--- src/rtl/gate_truth_sequencer_if.sv ---
// rtl/gate_truth_sequencer_if.sv - signal bundle between config master, sequencer and gate under check
//
// Purpose: groups the scan control, gate drive/observe and result signals of
//          gate_truth_sequencer so they travel as a single port.
// Signals:
//   start    master -> seq   begin a scan (honoured only while idle)
//   abort    master -> seq   cancel a running scan
//   dut_out  gate   -> seq   output of the gate under check
//   drv_a    seq -> gate     gate input a
//   drv_b    seq -> gate     gate input b
//   busy     seq -> master   scan in progress
//   done     seq -> master   one-cycle scan-complete pulse
//   pass     seq -> master   last completed scan had no mismatches
//   fail_vec seq -> master   per-vector mismatch flags, bit index = {a,b}
// Modports: slave = sequencer view, master = test/config + gate view.

interface gate_truth_sequencer_if;
  logic       start;
  logic       abort;
  logic       dut_out;
  logic       drv_a;
  logic       drv_b;
  logic       busy;
  logic       done;
  logic       pass;
  logic [3:0] fail_vec;

  modport slave (
    input  start, abort, dut_out,
    output drv_a, drv_b, busy, done, pass, fail_vec
  );

  modport master (
    output start, abort, dut_out,
    input  drv_a, drv_b, busy, done, pass, fail_vec
  );
endinterface

--- src/rtl/gate_truth_sequencer.sv ---
// rtl/gate_truth_sequencer.sv - exhaustive truth-table checker for one 2-input gate
//
// Purpose: on start, drives {a,b} = 00,01,10,11, holds each for SETTLE_CYCLES
//          cycles, samples the gate output on the last cycle of each vector and
//          compares it with EXPECT[{a,b}]. Reports per-vector mismatches, an
//          overall pass flag and a one-cycle done pulse. abort cancels a scan
//          without a done pulse and clears the results.
// Ports:
//   clock    in   rising-edge clock
//   reset_n  in   asynchronous active-low reset
//   bus      slave modport of gate_truth_sequencer_if (start, abort, dut_out in;
//            drv_a, drv_b, busy, done, pass, fail_vec out, all registered)
// Parameters:
//   SETTLE_CYCLES  cycles each vector is held before sampling (>= 1)
//   CNT_W          settle counter width; SETTLE_CYCLES < 2**CNT_W
//   EXPECT         expected gate output, bit index = {a,b}

module gate_truth_sequencer #(
  parameter int           SETTLE_CYCLES = 2,
  parameter int           CNT_W         = 4,
  parameter logic [3:0]   EXPECT        = 4'b1000
) (
  input  logic                   clock,
  input  logic                   reset_n,
  gate_truth_sequencer_if.slave  bus
);

  localparam logic [CNT_W-1:0] CNT_RELOAD = CNT_W'(SETTLE_CYCLES - 1);

  typedef enum logic [1:0] {
    IDLE = 2'd0,
    RUN  = 2'd1,
    DONE = 2'd2
  } state_t;

  state_t           state, state_n;
  logic [1:0]       vec_idx, vec_idx_n;
  logic [CNT_W-1:0] cnt, cnt_n;
  logic             drv_a, drv_a_n;
  logic             drv_b, drv_b_n;
  logic             busy, busy_n;
  logic             done, done_n;
  logic             pass, pass_n;
  logic [3:0]       fail_vec, fail_vec_n;

  always_ff @(posedge clock or negedge reset_n) begin
    if (!reset_n) begin
      state    <= IDLE;
      vec_idx  <= 2'd0;
      cnt      <= '0;
      drv_a    <= 1'b0;
      drv_b    <= 1'b0;
      busy     <= 1'b0;
      done     <= 1'b0;
      pass     <= 1'b0;
      fail_vec <= 4'd0;
    end else begin
      state    <= state_n;
      vec_idx  <= vec_idx_n;
      cnt      <= cnt_n;
      drv_a    <= drv_a_n;
      drv_b    <= drv_b_n;
      busy     <= busy_n;
      done     <= done_n;
      pass     <= pass_n;
      fail_vec <= fail_vec_n;
    end
  end

  always_comb begin
    state_n    = state;
    vec_idx_n  = vec_idx;
    cnt_n      = cnt;
    drv_a_n    = drv_a;
    drv_b_n    = drv_b;
    busy_n     = busy;
    done_n     = 1'b0;
    pass_n     = pass;
    fail_vec_n = fail_vec;

    case (state)
      IDLE: begin
        // abort has no meaning here; only start is looked at.
        if (bus.start) begin
          state_n    = RUN;
          vec_idx_n  = 2'd0;
          cnt_n      = CNT_RELOAD;
          drv_a_n    = 1'b0;
          drv_b_n    = 1'b0;
          busy_n     = 1'b1;
          pass_n     = 1'b0;
          fail_vec_n = 4'd0;
        end
      end

      RUN: begin
        if (bus.abort) begin
          // Abort wins over a sample due on the same edge.
          state_n    = IDLE;
          vec_idx_n  = 2'd0;
          cnt_n      = '0;
          drv_a_n    = 1'b0;
          drv_b_n    = 1'b0;
          busy_n     = 1'b0;
          pass_n     = 1'b0;
          fail_vec_n = 4'd0;
        end else if (cnt != '0) begin
          cnt_n = cnt - CNT_W'(1);
        end else begin
          // Last settle cycle of this vector: dut_out reflects drv_* now.
          fail_vec_n[vec_idx] = (bus.dut_out != EXPECT[vec_idx]);
          if (vec_idx == 2'd3) begin
            state_n   = DONE;
            vec_idx_n = 2'd0;
            drv_a_n   = 1'b0;
            drv_b_n   = 1'b0;
            busy_n    = 1'b0;
            done_n    = 1'b1;
            // Verdict must include the bit written on this very edge.
            pass_n    = (fail_vec_n == 4'd0);
          end else begin
            vec_idx_n          = vec_idx + 2'd1;
            {drv_a_n, drv_b_n} = vec_idx + 2'd1;
            cnt_n              = CNT_RELOAD;
          end
        end
      end

      DONE: begin
        // start here is dropped, not queued.
        state_n = IDLE;
      end

      default: begin
        state_n = IDLE;
      end
    endcase
  end

  assign bus.drv_a    = drv_a;
  assign bus.drv_b    = drv_b;
  assign bus.busy     = busy;
  assign bus.done     = done;
  assign bus.pass     = pass;
  assign bus.fail_vec = fail_vec;

endmodule

--- src/flat_wrapper.sv ---
// flat-port wrapper written by rule: the top's interface ports become plain ports
module gate_truth_sequencer_flat 
#(
  parameter int           SETTLE_CYCLES = 2,
  parameter int           CNT_W         = 4,
  parameter logic [3:0]   EXPECT        = 4'b1000
)
  (clock, reset_n, bus_start, bus_abort, bus_dut_out, bus_drv_a, bus_drv_b, bus_busy, bus_done, bus_pass, bus_fail_vec);
  gate_truth_sequencer_if bus_i ();
  input  logic clock;
  input  logic reset_n;
  input wire logic [$bits(bus_i.start)-1:0] bus_start;
  input wire logic [$bits(bus_i.abort)-1:0] bus_abort;
  input wire logic [$bits(bus_i.dut_out)-1:0] bus_dut_out;
  output wire logic [$bits(bus_i.drv_a)-1:0] bus_drv_a;
  output wire logic [$bits(bus_i.drv_b)-1:0] bus_drv_b;
  output wire logic [$bits(bus_i.busy)-1:0] bus_busy;
  output wire logic [$bits(bus_i.done)-1:0] bus_done;
  output wire logic [$bits(bus_i.pass)-1:0] bus_pass;
  output wire logic [$bits(bus_i.fail_vec)-1:0] bus_fail_vec;
  assign bus_i.start = bus_start;
  assign bus_i.abort = bus_abort;
  assign bus_i.dut_out = bus_dut_out;
  assign bus_drv_a = bus_i.drv_a;
  assign bus_drv_b = bus_i.drv_b;
  assign bus_busy = bus_i.busy;
  assign bus_done = bus_i.done;
  assign bus_pass = bus_i.pass;
  assign bus_fail_vec = bus_i.fail_vec;
  gate_truth_sequencer #(.SETTLE_CYCLES(SETTLE_CYCLES), .CNT_W(CNT_W), .EXPECT(EXPECT)) u_core (.clock(clock), .reset_n(reset_n), .bus(bus_i));
endmodule
--- config.mk ---
export PLATFORM = sky130hd
export DESIGN_NAME = gate_truth_sequencer_flat
export DESIGN_NICKNAME = d
export VERILOG_FILES = /design/src/rtl/gate_truth_sequencer_if.sv /design/src/rtl/gate_truth_sequencer.sv /design/src/flat_wrapper.sv
export SDC_FILE = /design/constraint.sdc
export NUM_CORES = 1
export LEC_CHECK = 0
export BUFFER_PORTS_ARGS = -buffer_cell sky130_fd_sc_hd__buf_2
export CAP_MARGIN = 20
export CELL_PAD_IN_SITES_DETAIL_PLACEMENT = 0
export CELL_PAD_IN_SITES_GLOBAL_PLACEMENT = 1
export CORE_UTILIZATION = 42
export CTS_CLUSTER_DIAMETER = 30
export DETAILED_ROUTE_END_ITERATION = 12
export PLACE_DENSITY = 0.86
export SYNTH_ARGS = -nofsm -noshare
export SYNTH_HDL_FRONTEND = slang
export SYNTH_SLANG_ARGS = --single-unit
--- constraint.sdc ---
create_clock -name clock -period 1.8 [get_ports clock]
set_clock_uncertainty 0.1 [all_clocks]
set_input_delay 0.18 -clock clock [delete_from_list [all_inputs] [get_ports clock]]
set_output_delay 0.18 -clock clock [all_outputs]
set_load 0.05 [all_outputs]
==> impl_metrics.csv <==
group,metric,value,unit
synthesis,synth-seq-cells,15,
sta,period_share,0.959,
floorplan,fp.dieW,46.7,µm
synthesis,yosysMostFrequentCell,"dfrtp_1",
detailed_routing,via_count,664,
final_layout,nNetsFinal,109,
detailed_routing,drt-pass1-iter-count,4,
floorplan,die_h,46.7,µm
clock_network,cts_sinks,15,
power_and_ir_drop,p_leak,0.476,nW
detailed_routing,route.detailed.drc,0,
detailed_routing,ant_nets,0,
power_and_ir_drop,powerDensity,1540,nW/µm²
synthesis,ys_top_cells_by_area,"dfrtp_1, ha_1, a32o_1, a22o_1, o21ai_1",
sta,finalWorstSetupSlack,73.9,ps
floorplan,core_area,1800,µm²
sta,fmax,579,MHz
sta,fin_hold_ws,26.1,ps
worst_setup_path,cp_data_arrival_time,1840,ps
worst_hold_path,hold_class,"input pin to flop",
sta,worstMarginPinSlew,350,ps
worst_setup_path,critPathRequiredTime,1920,ps
detailed_routing,drt_wl_total,1770,µm
sta,hold_viol_final,0,
synthesis,synthCells,78,
sta,drv_slew,0,
floorplan,pin_count,14,
clock_network,clk_pin_slew,90,ps
synthesis,yosys.area.top_type_share,0.448,
final_layout,regArea,378,µm²
grt,grt_use_total,0.197,
synthesis,synth_top_area_cell,"dfrtp_1",
synthesis,synth-edff-count,0,
clock_network,cts_root_buffer,"clkbuf_4",
worst_setup_path,crit_type,"flop to flop",
detailed_routing,via_per_inst,5.44,
detailed_routing,routedWlPerCell,14.5,µm
synthesis,synth_common_cells,"dfrtp_1, ha_1, nor2_1, inv_1, o21ai_1",
synthesis,ys_warn_count,0,
worst_setup_path,cp_max_fo,5,
place,dp_hpwl,1200,µm
detailed_routing,wl_met3,77,µm
place,place_ws,81.2,ps
grt,grt_max_degree,16,
worst_setup_path,end_kind,"flop",
sta,finalSetupViolations,0,
grt,grt_pass1_vias,638,
synthesis,synth-async-reset-ratio,1.00,
clock_network,insertion_delay,280,ps
synthesis,syn-num-nets,89,
detailed_routing,drt_iter0_markers,8,
final_layout,multi_input_area,443,µm²
sta,period_needed,1730,ps
grt,antenna_found_initial,0,
power_and_ir_drop,power,0.00154,W
synthesis,avgSynthCellArea,10.7,µm²
clock_network,cts_tree,"yes",
synthesis,ys_types,28,
synthesis,ys.flop_type,"dfrtp_1",
floorplan,design.die.area,2180,µm²
job,maxCapViolations,0,
place,gp_congestion,0.848,
worst_setup_path,worst_setup_path_start_kind,"flop",
run_status,status,"finished clean",
detailed_routing,wl_met2,872,µm
grt,grt-ovfl-total,0,
floorplan,num_rows,15,
detailed_routing,top_layer,"met4",
clock_network,htreeDepth,1,
sta,slew_headroom,0.766,
synthesis,yosysSeqAreaShare,0.448,
clock_network,cts_max_path_buffers,2,
place,port_buffers,13,
grt,grt_pass1_wl,2920,µm
sta,finalSetupTns,0,ps
clock_network,cts_made_buffers,3,
sta,rsz0062_at_grt,"no",
final_layout,fillerInstances,173,
synthesis,syn_area,838,µm²
floorplan,start_util,0.465,
final_layout,insertedDiodeCount,0,
detailed_routing,drt-met1-wl,807,µm
final_layout,drive_above_1_share,0.299,
power_and_ir_drop,vdd_drop_max,691,µV
final_layout,syn2layout_area_growth,18.8,%
==> where the power goes <==
group	switching [W]	internal (W)
registers	0.000108	0.000427
clock network	0.000110	0.0000825
logic	0.000485	0.000326
total	0.000702	0.000836
==> worst paths after layout <==
| kind | slack, ps | depth (start not counted) | to | from |
|---|---|---|---|---|
| max in group asynchronous | 1120 | 2 | u_core.bus.drv_b | reset_n |
| min | 30 | 2 | u_core.bus.busy | bus_start |
| max | 70 | 5 | u_core.cnt[1] | u_core.cnt[1] |
| min in group asynchronous | 210 | 2 | u_core.bus.busy | reset_n |
| min reg2reg | 400 | 1 | u_core.bus.pass | u_core.bus.pass |
| max reg2reg | 70 | 5 | u_core.cnt[1] | u_core.cnt[1] |
==> cell families (layout without fill, tap and decap cells) <==
| logic type | count (synthesis) | after routing | synth area share |
|---|---|---|---|
| and+or+nand+nor | 28 | 28 | 0.215 |
| AOI/OAI and AO/OA | 21 | 21 | 0.196 |
| DFF | 15 | 15 | 0.448 |
| buffers and inverters | 7 | 26 | 0.0418 |
| adders and majority gates | 6 | 6 | 0.0895 |
| xor gates and xnor gates | 1 | 1 | 0.0104 |
==> repair_timing <==
action	in CTS	in global routing
gates resized for setup	0	5
hold buffers	1	0
setup buffers	0	0
endpoints found under the setup margin	0	6
endpoints found under the hold margin	15	0
==> registers in the layout, indices dropped and copies added (netlist names) <==
register,flops
u_core.bus.fail_vec,4
u_core.cnt,4
u_core.state,2
u_core.bus.busy,1
u_core.bus.done,1
u_core.bus.drv_a,1
u_core.bus.drv_b,1
u_core.bus.pass,1
==> critical path, stage by stage (launching register included) <==
cell and delay (ps):
dfrtp_1 410, inv_1 90, ha_2 210, or4bb_4 580, o21ai_1 140, o2bb2ai_1 120
==> layer usage <==
layer  GRT usage  vias up
met3      0.0353        4
li1            -      325
met4      0.0857        0
met1       0.269      314
met2       0.303       21
met5           0        -
==> metrics by stage <==
stage,std cells,area [µm²],utilization
after floorplan,78,841,-
after global placement,117,943,0.524
after detailed placement,117,943,0.524
after CTS,122,981,0.544
after global routing,122,996,0.553
final,122,996,0.553
==> final cells by class <==
type	instances	area share
clock buffer	3	0.0226
tap	25	0.0314
timing repair buffer	17	0.0980
sequential	15	0.379
multi-input combinational	56	0.445
clock inverter	1	0.00503
inverter	5	0.0188
==> cell usage in the layout (no fill, tap or decap), types with 2 or more instances in the layout <==
cell type / count
o2bb2ai_1: 2
ha_1: 5
buf_2: 13
a22o_1: 4
dfrtp_2: 2
nand3_1: 4
o22ai_1: 2
nor2_1: 6
o21ai_1: 5
inv_1: 5
clkbuf_4: 3
a32o_1: 4
buf_4: 3
nand3b_1: 2
nor2b_1: 3
nor3b_1: 2
dfrtp_1: 13
nand2_1: 2
nand2b_1: 2
No activity file was read; power rests on OpenSTA's default activity.
